<file path="src/rtl/fbcpu_gen2.sv">
// Accumulator CPU sequencing FETCH/DECODE/MEM/HALT over a req/ack word memory port.
// Build option FBCPU_GEN2_MULDIV_EN enables MUL/DIV; without it opcodes 4-5 trap as illegal.
module fbcpu_gen2 #(
  parameter int ADDR_W = 6,
  parameter int DATA_W = 10
) (
  input  logic              clk,
  input  logic              rst,
  output logic              mem_req,
  input  logic              mem_ack,
  output logic [ADDR_W-1:0] mem_addr,
  output logic              mem_we,
  output logic [DATA_W-1:0] mem_wdata,
  input  logic [DATA_W-1:0] mem_rdata,
  output logic [ADDR_W-1:0] pc,
  output logic [DATA_W-1:0] acc,
  output logic              halted,
  output logic              illegal
);

  typedef enum logic [1:0] {S_FETCH, S_DECODE, S_MEM, S_HALT} state_t;
  typedef enum logic [3:0] {
    OP_LOAD  = 4'd0,  OP_STORE = 4'd1,  OP_ADD   = 4'd2,  OP_SUB   = 4'd3,
    OP_MUL   = 4'd4,  OP_DIV   = 4'd5,  OP_JMP   = 4'd6,  OP_JZ    = 4'd7,
    OP_NOP   = 4'd8,  OP_HALT  = 4'd9,  OP_AND   = 4'd10, OP_OR    = 4'd11,
    OP_JN    = 4'd12, OP_LDI   = 4'd13, OP_ILL14 = 4'd14, OP_ILL15 = 4'd15
  } opcode_t;

  generate
    if (DATA_W < ADDR_W + 4) begin : g_bad_width
      $error("fbcpu_gen2: DATA_W must be at least ADDR_W+4");
    end
  endgenerate

  state_t            state;
  logic [DATA_W-1:0] ir;
  logic [DATA_W-1:0] alu;
  opcode_t           opcode;
  logic [ADDR_W-1:0] operand;
  logic              unused_ir;

  assign opcode    = opcode_t'(ir[DATA_W-1 -: 4]);
  assign operand   = ir[ADDR_W-1:0];
  assign unused_ir = ^ir;

  // Bus outputs are decoded from registered state only, and forced idle while rst is high.
  always_comb begin
    mem_req   = 1'b0;
    mem_we    = 1'b0;
    mem_addr  = '0;
    mem_wdata = '0;
    if (!rst) begin
      case (state)
        S_FETCH: begin
          mem_req  = 1'b1;
          mem_addr = pc;
        end
        S_MEM: begin
          mem_req  = 1'b1;
          mem_addr = operand;
          if (opcode == OP_STORE) begin
            mem_we    = 1'b1;
            mem_wdata = acc;
          end
        end
        default: ;
      endcase
    end
  end

  always_comb begin
    alu = acc;
    case (opcode)
      OP_LOAD: alu = mem_rdata;
      OP_ADD:  alu = acc + mem_rdata;
      OP_SUB:  alu = acc - mem_rdata;
      OP_AND:  alu = acc & mem_rdata;
      OP_OR:   alu = acc | mem_rdata;
`ifdef FBCPU_GEN2_MULDIV_EN
      OP_MUL:  alu = acc * mem_rdata;
      OP_DIV:  alu = (mem_rdata == '0) ? '1 : acc / mem_rdata;
`endif
      default: alu = acc;
    endcase
  end

  always_ff @(posedge clk) begin
    if (rst) begin
      state   <= S_FETCH;
      pc      <= '0;
      acc     <= '0;
      ir      <= '0;
      halted  <= 1'b0;
      illegal <= 1'b0;
    end else begin
      case (state)
        S_FETCH: begin
          if (mem_ack) begin
            ir    <= mem_rdata;
            pc    <= pc + ADDR_W'(1);
            state <= S_DECODE;
          end
        end
        S_DECODE: begin
          case (opcode)
            OP_LOAD, OP_STORE, OP_ADD, OP_SUB, OP_AND, OP_OR: state <= S_MEM;
`ifdef FBCPU_GEN2_MULDIV_EN
            OP_MUL, OP_DIV: state <= S_MEM;
`endif
            OP_JMP: begin
              pc    <= operand;
              state <= S_FETCH;
            end
            OP_JZ: begin
              if (acc == '0) pc <= operand;
              state <= S_FETCH;
            end
            OP_JN: begin
              if (acc[DATA_W-1]) pc <= operand;
              state <= S_FETCH;
            end
            OP_NOP: state <= S_FETCH;
            OP_LDI: begin
              acc   <= {{(DATA_W-ADDR_W){1'b0}}, operand};
              state <= S_FETCH;
            end
            OP_HALT: begin
              halted <= 1'b1;
              state  <= S_HALT;
            end
            default: begin
              illegal <= 1'b1;
              halted  <= 1'b1;
              state   <= S_HALT;
            end
          endcase
        end
        S_MEM: begin
          if (mem_ack) begin
            acc   <= alu;
            state <= S_FETCH;
          end
        end
        default: ;
      endcase
    end
  end

endmodule

</file>
<file path="config.mk">
export PLATFORM = sky130hd
export DESIGN_NAME = fbcpu_gen2
export DESIGN_NICKNAME = d
export VERILOG_FILES = /design/src/rtl/fbcpu_gen2.sv
export SDC_FILE = /design/constraint.sdc
export NUM_CORES = 1
export LEC_CHECK = 0
export BUFFER_PORTS_ARGS = -buffer_cell sky130_fd_sc_hd__buf_2
export CAP_MARGIN = 20
export CORE_ASPECT_RATIO = 0.6
export CORE_MARGIN = 5
export CORE_UTILIZATION = 56
export DETAILED_ROUTE_END_ITERATION = 8
export PLACE_DENSITY = 0.82
export SLEW_MARGIN = 10
export SYNTH_ARGS = -nofsm -noshare
export SYNTH_HDL_FRONTEND = slang
export SYNTH_SLANG_ARGS = --single-unit
</file>
<file path="constraint.sdc">
create_clock -name clk -period 3.6 [get_ports clk]
set_input_delay 0.36 -clock clk [delete_from_list [all_inputs] [get_ports clk]]
set_output_delay 0.36 -clock clk [all_outputs]
set_load 0.02 [all_outputs]
</file>
==> metrics.yaml, run 1 <==
cpMostUsedCell: "mux2i_1"
slew_violations: 0
max_stage_delay_ns: 0.62
wl_um: 7640
grt_overflow: 0
vias_per_cell: 6.13
endpoint_kind: "flip-flop"
crit_required_ns: 3.79
start_util_pct: 57.5
switching_share_pct: 35.4
grtUsageMet2_pct: 35.3
grt_pass1_vias: 2465
layout.cells.most_common_list: "nand2_1, buf_2, a21oi_1, nor2_1, dfxtp_1"
hpwl_um: 5700
async_flop_share_pct: 0
synthXorXnorAreaFrac_pct: 5.03
final_common_cell: "nand2_1"
cts_resized: 0
root_buffer: "clkbuf_8"
crit_slowest_cell: "dfxtp_1"
worstHoldStart: "mem_ack"
fin_crit_ns: 3.02
stdcell_count: 460
synth.area.mux_share_pct: 1.15
rsz0062_at_grt: "no"
grt_max_degree: 37
final_antenna_net_count: 0
pwr-share-clk_pct: 32.9
combPwrFrac_pct: 26.4
yosysSeqAreaShare_pct: 23.0
cts_num_sinks: 30
syn_area_um2: 2610
switchingPower_mw: 0.323
antenna_found_initial: 0
seqPwrFrac_pct: 40.7
htreeDepth: 2
drc: 0
synth_cell_types: 60
status: "complete, no violations"
cp-start-kind: "flip-flop"
p_leak_nw: 1.25
cts_tree: "built"
hold_viol_final: 0
vias: 2820
worst_pin_slew_ns: 0.679
setup_viol: 0
clk_latency_ns: 0.30
cts_setup_buffers: 0
relSlewSlack_pct: 54.8
clk_pin_slew_worst_paths_ns: 0.07
max_freq_mhz: 331
p_per_area_nw_per_um2: 308
die_x_um: 98.1
arrival_ns: 3.21
layout-drive-gt1-share_pct: 18.1
yosys_warnings: 0
synth_edf_count: 0
grt_util_met1_pct: 36.3
avgSynthCellArea_um2: 7.25
routedWlPerCell_um: 16.6
cts_hold_buffers: 0
synthSimpleGateAreaFrac_pct: 27.4
port_buffers: 48
grt_first_pass_wirelength_um: 12400
finalClockSkew_ns: 0.00667
cp-startpoint: "ir[7]"
core_um2: 4540
grt.met3_usage_pct: 5.35
critical_path_class: "reg2reg"
tns_ns: 0
placed_cells: 452
synthAdderAreaFrac_pct: 9.20
cp_max_fo: 16
die_y_um: 62.9
dieArea_um2: 6170
area_growth_pct: 13.3
n_antenna_cell: 0
finalCritPeriodShare_pct: 83.8
cts_buffers: 5
rows: 19
drtPass1Iterations: 5
maxCapViolations: 0
synth_top_family_by_area: "compound AO/OA/AOI/OAI gates"
syn_nets: 390
grt-busiest-layer: "met1"
nNetsFinal: 426
gp_congestion: 0.926
grt_util_all_layers_pct: 24.4
ctsLongestPathBuffers: 2
peakVddDrop_mv: 0.196
synthFlopType: "dfxtp_1"
synth_compound_area_share_pct: 28.0
drt_iter0_markers: 223
path_cells: "nand2b_1, nor2_2, mux2i_1, fa_1, a211oi_1, nor2_1, o41ai_1, mux2i_1, a22oi_1, nand2_1"
ios: 49
r2r-start: "ir[7]"
syn_inst: 360
ys_ff_latch: 30
hp-class: "in2reg"
p_int_mw: 0.589
-- Yosys cell counts (3+ instances only) --
| library cell | number | area [um2] |
|---|---|---|
| a21oi_1 | 38 | 190 |
| a22oi_1 | 9 | 67.6 |
| a31oi_1 | 4 | 25.0 |
| and2_1 | 12 | 75.1 |
| buf_2 | 8 | 40.0 |
| clkbuf_1 | 14 | 52.6 |
| dfxtp_1 | 30 | 601 |
| ha_1 | 16 | 200 |
| inv_1 | 13 | 48.8 |
| mux2i_1 | 3 | 30.0 |
| nand2_1 | 54 | 203 |
| nand2b_1 | 8 | 50.1 |
| nand3_1 | 4 | 20.0 |
| nor2_1 | 33 | 124 |
| nor2b_1 | 7 | 43.8 |
| nor3_1 | 5 | 25.0 |
| nor3b_1 | 3 | 22.5 |
| nor4_1 | 4 | 25.0 |
| o2111ai_1 | 3 | 26.3 |
| o21ai_0 | 25 | 125 |
| o22a_1 | 3 | 26.3 |
| or3_1 | 3 | 18.8 |
| xnor2_1 | 14 | 123 |
-- metrics by stage --
step                cell area [um2]  hold WS (ns)  worst slack [ns]  util, %  total power, mW
finish                         2960         0.368             0.583     65.1            0.912
global placement               2860         0.433             0.730     63.0            0.606
floorplan                      2610         0.450              1.01        -            0.545
global route                   2960         0.363             0.257     65.1            0.964
CTS                            2960         0.363             0.619     65.1            0.909
detailed placement             2860         0.439             0.635     63.0            0.613
-- routing by layer --
| metal | up-vias | wire length, um |
|---|---|---|
| li1 | 1355 | - |
| met1 | 1307 | 3630 |
| met2 | 147 | 3140 |
| met3 | 11 | 783 |
| met4 | 0 | 86 |
| met5 | - | 0 |
-- worst paths after layout --
| path | endpoint | slack, ns | cells after the start |
|---|---|---|---|
| min reg2reg | halted | 0.45 | 2 |
| max | acc[8] | 0.58 | 10 |
| min | state[0] | 0.37 | 3 |
| max reg2reg | acc[8] | 0.58 | 10 |
-- critical path: cells and delay by family, from the launching register on --
kind,cells,cell delay [ns]
DFF,1,0.62
AOI/OAI and AO/OA,3,0.84
adders and majority gates,1,0.48
muxes,2,0.33
and+or+nand+nor,4,0.64
-- power groups by stage --
stage	Combinational (mW)	Clock, mW	Sequential [mW]
final	0.241	0.300	0.371
after global routing	0.265	0.325	0.373
after CTS	0.236	0.302	0.370
after detailed placement	0.235	0	0.378
after global placement	0.229	0	0.376
after floorplan	0.169	0	0.376
-- state kept, by name (all words and copies together), names as in the netlist --
register / count
acc: 10
halted: 1
illegal: 1
ir: 10
pc: 6
state: 2
-- cell type report --
| cell class | count | area (um2) |
|---|---|---|
| timing repair buffer | 54 | 285 |
| fill | 417 | 1580 |
| sequential | 30 | 601 |
| multi-input combinational | 292 | 1850 |
| tap | 63 | 78.8 |
| clock inverter | 2 | 12.5 |
| inverter | 13 | 48.8 |
| clock buffer | 6 | 82.6 |
-- cell families (layout without fill, tap and decap cells) --
logic type	Yosys count	in the layout
buf+inv	38	75
xor+xnor	15	15
mux	3	3
fa+ha+maj	19	19
compound gates	110	110
simple gates	145	145
flops	30	30
(Power assumes the default switching activity.)
==> run 2, diff against run 1 <==
--- a/config.mk
+++ b/config.mk
@@ -5,13 +5,14 @@
 export SDC_FILE = /design/constraint.sdc
 export NUM_CORES = 1
 export LEC_CHECK = 0
+export ABC_AREA = 1
 export BUFFER_PORTS_ARGS = -buffer_cell sky130_fd_sc_hd__buf_2
 export CAP_MARGIN = 20
 export CORE_ASPECT_RATIO = 0.6
 export CORE_MARGIN = 5
 export CORE_UTILIZATION = 56
 export DETAILED_ROUTE_END_ITERATION = 8
-export PLACE_DENSITY = 0.82
+export PLACE_DENSITY = 0.83
 export SLEW_MARGIN = 10
 export SYNTH_ARGS = -nofsm -noshare
 export SYNTH_HDL_FRONTEND = slang
==> constraint.sdc (replaced) <==
create_clock -name clk -period 3 [get_ports clk]
set_input_delay 0.3 -clock clk [delete_from_list [all_inputs] [get_ports clk]]
set_output_delay 0.3 -clock clk [all_outputs]
set_load 0.02 [all_outputs]
==> run 2 against run 1 <==
  * Count of clock-buffer cells in the layout unchanged
  * Maximum frequency up 10%
  * Routed wire length up 5.3%
  * Critical path depth up 5
  * Clock power up 7.7%
  * Core utilization about the same
  * Via count up 12%
  * Sequential share of layout area up 0.12 points
  * Sequential power up 30%
  * Cell area down 0.59%
  * First-iteration DRC count up 69%
  * Critical endpoint is now acc[5]
  * Worst setup slack worse by 0.32 ns
==> metrics.yaml, run 2 <==
ys_ff_latch: 30  # unchanged
hp-class: "in2reg"  # unchanged
p_per_area_nw_per_um2: 430  # was 308 nW/um2
ios: 49  # unchanged
crit_required_ns: 3.21  # was 3.79 ns
core_um2: 4520  # was 4540 um2
yosysTopAreaCell: "dfxtp_1"  # unchanged
antenna_found_initial: 0  # unchanged
final_antenna_net_count: 0  # unchanged
layout-drive-gt1-share_pct: 14.8  # was 18.1%
worst_pin_slew_ns: 0.564  # was 0.679 ns
finalClockSkew_ns: 0.00218  # was 0.00667 ns
grt_pass1_vias: 2702  # was 2,465
hold_slack_ns: 0.346  # was 0.368 ns
rsz0062_at_grt: "no"  # unchanged
avgSynthCellArea_um2: 6.00  # was 7.25 um2
status: "complete, no violations"  # unchanged
relSlewSlack_pct: 62.3  # was 54.8%
fin_crit_ns: 2.74  # was 3.02 ns
drc: 0  # unchanged
slew_violations: 0  # unchanged
p_leak_nw: 1.46  # was 1.25 nW
cts_tree: "built"  # unchanged
start_util_pct: 57.2  # was 57.5%
syn_nets: 461  # was 390
vias: 3146  # was 2,820
area_growth_pct: 13.7  # was 13.3%
synth_cell_types: 33  # was 60
maxCapViolations: 0  # unchanged
cts_resized: 0  # unchanged
stdcell_count: 537  # was 460
peakVddDrop_mv: 0.359  # was 0.196 mV
htreeDepth: 2  # unchanged
hold_viol_final: 0  # unchanged
rows: 19  # unchanged
clk_latency_ns: 0.28  # was 0.30 ns
n_antenna_cell: 0  # unchanged
arrival_ns: 2.95  # was 3.21 ns
grt_max_degree: 22  # was 37
setup_viol: 0  # unchanged
cts_num_sinks: 30  # unchanged
tns_ns: 0  # unchanged
yosys-top-cells-area: "dfxtp_1, nand2_1, a21oi_1"  # was dfxtp_1, nand2_1, ha_1
wl_um: 8050  # was 7640 um
grt_first_pass_wirelength_um: 13000  # was 12,400 um
root_buffer: "clkbuf_8"  # unchanged
die_x_um: 97.7  # was 98.1 um
pre_cts_ws_ns: 0.299  # was 0.635 ns
cts_hold_buffers: 0  # unchanged
cp_max_fo: 8  # was 16
cp-start-kind: "flip-flop"  # unchanged
synthFlopType: "dfxtp_1"  # unchanged
syn_area_um2: 2580  # was 2610 um2
routedWlPerCell_um: 15.0  # was 16.6 um
cts_buffers: 5  # unchanged
grt_overflow: 0  # unchanged
placed_cells: 531  # was 452
grt_util_all_layers_pct: 25.6  # was 24.4%
layout.cells.most_common_list: "nand2_1, inv_1, a21oi_1, buf_2, o21ai_0"  # was nand2_1, buf_2, a21oi_1, nor2_1, dfxtp_1
finalCritPeriodShare_pct: 91.4  # was 83.8%
drtPass1Iterations: 6  # was 5
yosys.cell_count.top_type: "nand2_1"  # unchanged
critical_path_class: "reg2reg"  # unchanged
hpwl_um: 6240  # was 5700 um
ctsLongestPathBuffers: 2  # unchanged
final_common_cell: "nand2_1"  # unchanged
fin_area_um2: 2940  # was 2960 um2
dieArea_um2: 6120  # was 6170 um2
vias_per_cell: 5.86  # was 6.13
die_y_um: 62.6  # was 62.9 um
nNetsFinal: 505  # was 426
async_flop_share_pct: 0  # unchanged
reg.largest.list: "acc: 10 flops, ir: 10 flops, pc: 6 flops"  # unchanged
utilization_pct: 65.1  # about the same
cts_setup_buffers: 0  # unchanged
clk_pin_slew_worst_paths_ns: 0.06  # was 0.07 ns
synth_top_area_share_pct: 23.2  # was 23.0%
place_area_um2: 2860  # about the same
yosysSeqAreaShare_pct: 23.2  # was 23.0%
syn_inst: 431  # was 360
worst_slack_ns: 0.259  # was 0.583 ns
max_freq_mhz: 365  # was 331 MHz
gp_congestion: 1.05  # was 0.926
power.total_mw: 1.26  # was 0.912 mW
port_buffers: 48  # unchanged
ys_top_cells_by_count: "nand2_1, inv_1, a21oi_1, o21ai_0, nor2_1"  # was nand2_1, a21oi_1, nor2_1, dfxtp_1, o21ai_0
endpoint_kind: "flip-flop"  # unchanged
yosys_warnings: 0  # unchanged
drt_iter0_markers: 376  # was 223
synth_edf_count: 0  # unchanged
[run 2: kinds of logic after synthesis]
| group | Yosys count | synth area share (%) |
|---|---|---|
| AO/OA/AOI/OAI | 114 | 23.7 |
| XOR/XNOR | 10 | 3.39 |
| adder cells (fa/ha/maj) | 17 | 8.52 |
| buffers and inverters | 73 | 11.1 |
| flip-flops | 30 | 23.2 |
| AND/OR/NAND/NOR | 187 | 30.1 |
[run 2: area by class of cell]
class | instances | area (um2)
repair buffers | 50 | 255
fillers | 432 | 1580
inverters | 60 | 225
multi-input cells | 328 | 1700
flip-flops and latches | 30 | 601
clock buffers | 6 | 82.6
well taps | 63 | 78.8
[run 2: path summary, 6_finish.rpt]
kind,slack [ns],cells after the start,startpoint,end
worst max register to register,0.26,15,ir[7],acc[5]
worst max-delay path,0.26,15,ir[7],acc[5]
worst min register to register,0.45,2,illegal,illegal
worst min-delay path,0.35,3,mem_rdata[1],ir[1]
[run 2: report_power, final]
| group | total (mW) | internal (mW) | switching, mW |
|---|---|---|---|
| combinational | 0.458 | 0.149 | 0.309 |
| clock | 0.323 | 0.177 | 0.147 |
| sequential | 0.483 | 0.436 | 0.0473 |
[run 2: worst max-delay path, cell delays in order (launching register included)]
cell and delay (ns):
dfxtp_1 0.36, nand2_1 0.11, inv_1 0.07, nand2_1 0.24
inv_1 0.13, or2_2 0.30, xor2_1 0.13, inv_1 0.05
ha_1 0.32, a21oi_1 0.21, nand2_1 0.12, a21oi_1 0.17
xor2_1 0.09, o21ai_0 0.18, nand2_1 0.07, a21oi_1 0.13
[run 2: metal layers]
metal	wire length, um	vias to the layer above	GRT usage [%]
met5	0	-	0
met1	3730	1438	39.8
met2	3250	196	36.3
met3	978	13	5.69
li1	-	1499	-
met4	82	0	3.80
==> run 3, diff against run 2 <==
--- a/config.mk
+++ b/config.mk
@@ -8,7 +8,7 @@
 export ABC_AREA = 1
 export BUFFER_PORTS_ARGS = -buffer_cell sky130_fd_sc_hd__buf_2
 export CAP_MARGIN = 20
-export CORE_ASPECT_RATIO = 0.6
+export CORE_ASPECT_RATIO = 0.8
 export CORE_MARGIN = 5
 export CORE_UTILIZATION = 56
 export DETAILED_ROUTE_END_ITERATION = 8
==> run 3 against run 2 <==
  * Cell count is 0.19% lower
  * Global-route usage is 0.47 points lower
  * Die area decreased by 0.58%
  * Clock power is 26% higher
  * Routed wire length decreased by 8.5%
  * Critical path type unchanged
  * Core utilization rose by 0.14 points
  * Non-clock buffer count stayed put
  * Via count down 3.0%
  * Power increased by 5.2%
  * Combinational power fell by 3%
  * Sequential power about the same
  * Critical endpoint is now acc[9]
==> metrics.yaml, run 3 (synthesis gave the netlist of run 2 again) <==
dieArea_um2: 6080  # was 6120 um2
finalCritPeriodShare_pct: 87.8  # was 91.4%
antenna_found_initial: 0  # unchanged
path_cells: "nor2_2, nand2_1, inv_1, or2_2, xor2_1, inv_1, ha_1, nand2_1, nor2_1, nand3_1, nand3_1, inv_1, nand2_1, nand3_1, nand2_1, nand2_1, a21oi_1"  # was nand2_1, inv_1, nand2_1, inv_1, or2_2, xor2_1, inv_1, ha_1, a21oi_1, nand2_1, a21oi_1, xor2_1, o21ai_0, nand2_1, a21oi_1
cp_max_fo: 8  # unchanged
final_antenna_net_count: 0  # unchanged
maxCapViolations: 0  # unchanged
reg.largest.list: "acc: 10 flops, ir: 10 flops, pc: 6 flops"  # unchanged
cts_num_sinks: 30  # unchanged
max_freq_mhz: 380  # was 365 MHz
die_y_um: 70.8  # was 62.6 um
ios: 49  # unchanged
critical_path_class: "reg2reg"  # unchanged
finalClockSkew_ns: 0.00571  # was 0.00218 ns
place_area_um2: 2850  # was 2860 um2
final_common_cell: "nand2_1"  # unchanged
worst_pin_slew_ns: 0.526  # was 0.564 ns
tns_ns: 0  # unchanged
p_per_area_nw_per_um2: 449  # was 430 nW/um2
power.total_mw: 1.33  # was 1.26 mW
drt_iter0_markers: 294  # was 376
p_int_mw: 0.828  # was 0.762 mW
arrival_ns: 2.85  # was 2.95 ns
grt_pass1_vias: 2705  # was 2,702
setup_viol: 0  # unchanged
core_um2: 4540  # was 4520 um2
slew_violations: 0  # unchanged
stdcell_count: 536  # was 537
layout-drive-gt1-share_pct: 15.1  # was 14.8%
status: "complete, no violations"  # unchanged
layout.cells.most_common_list: "nand2_1, inv_1, a21oi_1, buf_2, o21ai_0"  # unchanged
cts_resized: 0  # unchanged
placed_cells: 528  # was 531
crit_slowest_cell: "dfxtp_1"  # unchanged
seqPwrFrac_pct: 36.3  # was 38.2%
cp-start-kind: "flip-flop"  # unchanged
grt_max_degree: 22  # unchanged
grt_util_all_layers_pct: 25.2  # was 25.6%
grt_first_pass_wirelength_um: 12600  # was 13,000 um
wl_um: 7360  # was 8050 um
utilization_pct: 65.2  # was 65.1%
clk_latency_ns: 0.28  # about the same
pwr-share-clk_pct: 30.5  # was 25.6%
crit_required_ns: 3.22  # was 3.21 ns
switchingPower_mw: 0.502  # about the same
endpoint_kind: "flip-flop"  # unchanged
grt_overflow: 0  # unchanged
hold_viol_final: 0  # unchanged
rsz0062_at_grt: "no"  # unchanged
cp_top_family: "simple AND/OR/NAND/NOR gates"  # unchanged
cts_setup_buffers: 0  # unchanged
cts_hold_buffers: 0  # unchanged
die_x_um: 86.0  # was 97.7 um
n_antenna_cell: 0  # unchanged
combPwrFrac_pct: 33.2  # was 36.2%
hp-class: "in2reg"  # unchanged
max_stage_delay_ns: 0.43  # was 0.36 ns
peakVddDrop_mv: 0.366  # was 0.359 mV
vias_per_cell: 5.69  # was 5.86
cts_buffers: 5  # unchanged
clk_pin_slew_worst_paths_ns: 0.07  # was 0.06 ns
port_buffers: 48  # unchanged
ctsLongestPathBuffers: 2  # unchanged
switching_share_pct: 37.7  # was 39.7%
area_growth_pct: 14.6  # was 13.7%
gp_congestion: 0.923  # was 1.05
root_buffer: "clkbuf_8"  # unchanged
hpwl_um: 5630  # was 6240 um
rows: 22  # was 19
htreeDepth: 2  # unchanged
start_util_pct: 56.9  # was 57.2%
cpMostUsedCell: "nand2_1"  # unchanged
cts_tree: "built"  # unchanged
nNetsFinal: 505  # unchanged
fin_crit_ns: 2.63  # was 2.74 ns
relSlewSlack_pct: 64.8  # was 62.3%
p_leak_nw: 1.47  # was 1.46 nW
nFillCells: 443  # was 432
drc: 0  # unchanged
routedWlPerCell_um: 13.7  # was 15.0 um
path_buf_inv: 3  # unchanged
fin_area_um2: 2960  # was 2940 um2
drtPass1Iterations: 5  # was 6
vias: 3051  # was 3,146
-- run 3: cell count changes in the layout (fill, tap and decap cells not counted), sizes merged --
| cell | previous run | this run |
|---|---|---|
| clkinv | 0 | 2 |
| clkbuf | 6 | 5 |
| bufinv | 0 | 1 |
-- run 3: final cells by class --
| type | instances | area, um2 | area share (%) |
|---|---|---|---|
| clock inverters | 3 | 40.0 | 1.35 |
| multi-input cells | 328 | 1700 | 57.3 |
| repair buffers | 50 | 255 | 8.61 |
| inverters | 60 | 225 | 7.60 |
| clock buffers | 5 | 68.8 | 2.32 |
| flip-flops and latches | 30 | 601 | 20.3 |
| well taps | 60 | 75.1 | 2.53 |
-- run 3: worst paths after layout --
path	startpoint	to	slack (ns)	depth (start not counted)
hold / removal	mem_ack	state[0]	0.34	3
hold reg to reg	halted	halted	0.45	2
setup reg to reg	ir[8]	acc[9]	0.37	17
setup / recovery	ir[8]	acc[9]	0.37	17
-- run 3: power by group through the flow --
| stage | logic, mW | registers (mW) | clock network [mW] |
|---|---|---|---|
| global route | 0.505 | 0.488 | 0.436 |
| CTS | 0.437 | 0.481 | 0.410 |
| floorplan | 0.301 | 0.506 | 0 |
| finish | 0.442 | 0.482 | 0.406 |
| detailed placement | 0.433 | 0.490 | 0 |
| global placement | 0.428 | 0.489 | 0 |
-- run 3: metal layers --
| metal | GRT usage [%] | vias to the layer above | routed length [um] |
|---|---|---|---|
| li1 | - | 1503 | - |
| met1 | 36.0 | 1396 | 3400 |
| met2 | 39.1 | 140 | 3260 |
| met3 | 4.19 | 12 | 597 |
| met4 | 6.50 | 0 | 102 |
| met5 | 0 | - | 0 |
-- run 3: per-stage QoR --
stage                     setup WS (ns)  hold WS (ns)
final                             0.365         0.340
after global routing             0.0731         0.349
after CTS                         0.402         0.330
after detailed placement          0.335         0.446
after global placement            0.449         0.437
after floorplan                   0.720         0.467
-- run 3: worst reg2reg max path: cells and delay by family (launching register included) --
family	cells	cell delay [ns]
compound gates	1	0.11
xor+xnor	1	0.13
fa+ha+maj	1	0.34
buf+inv	3	0.21
flops	1	0.43
simple gates	11	1.36
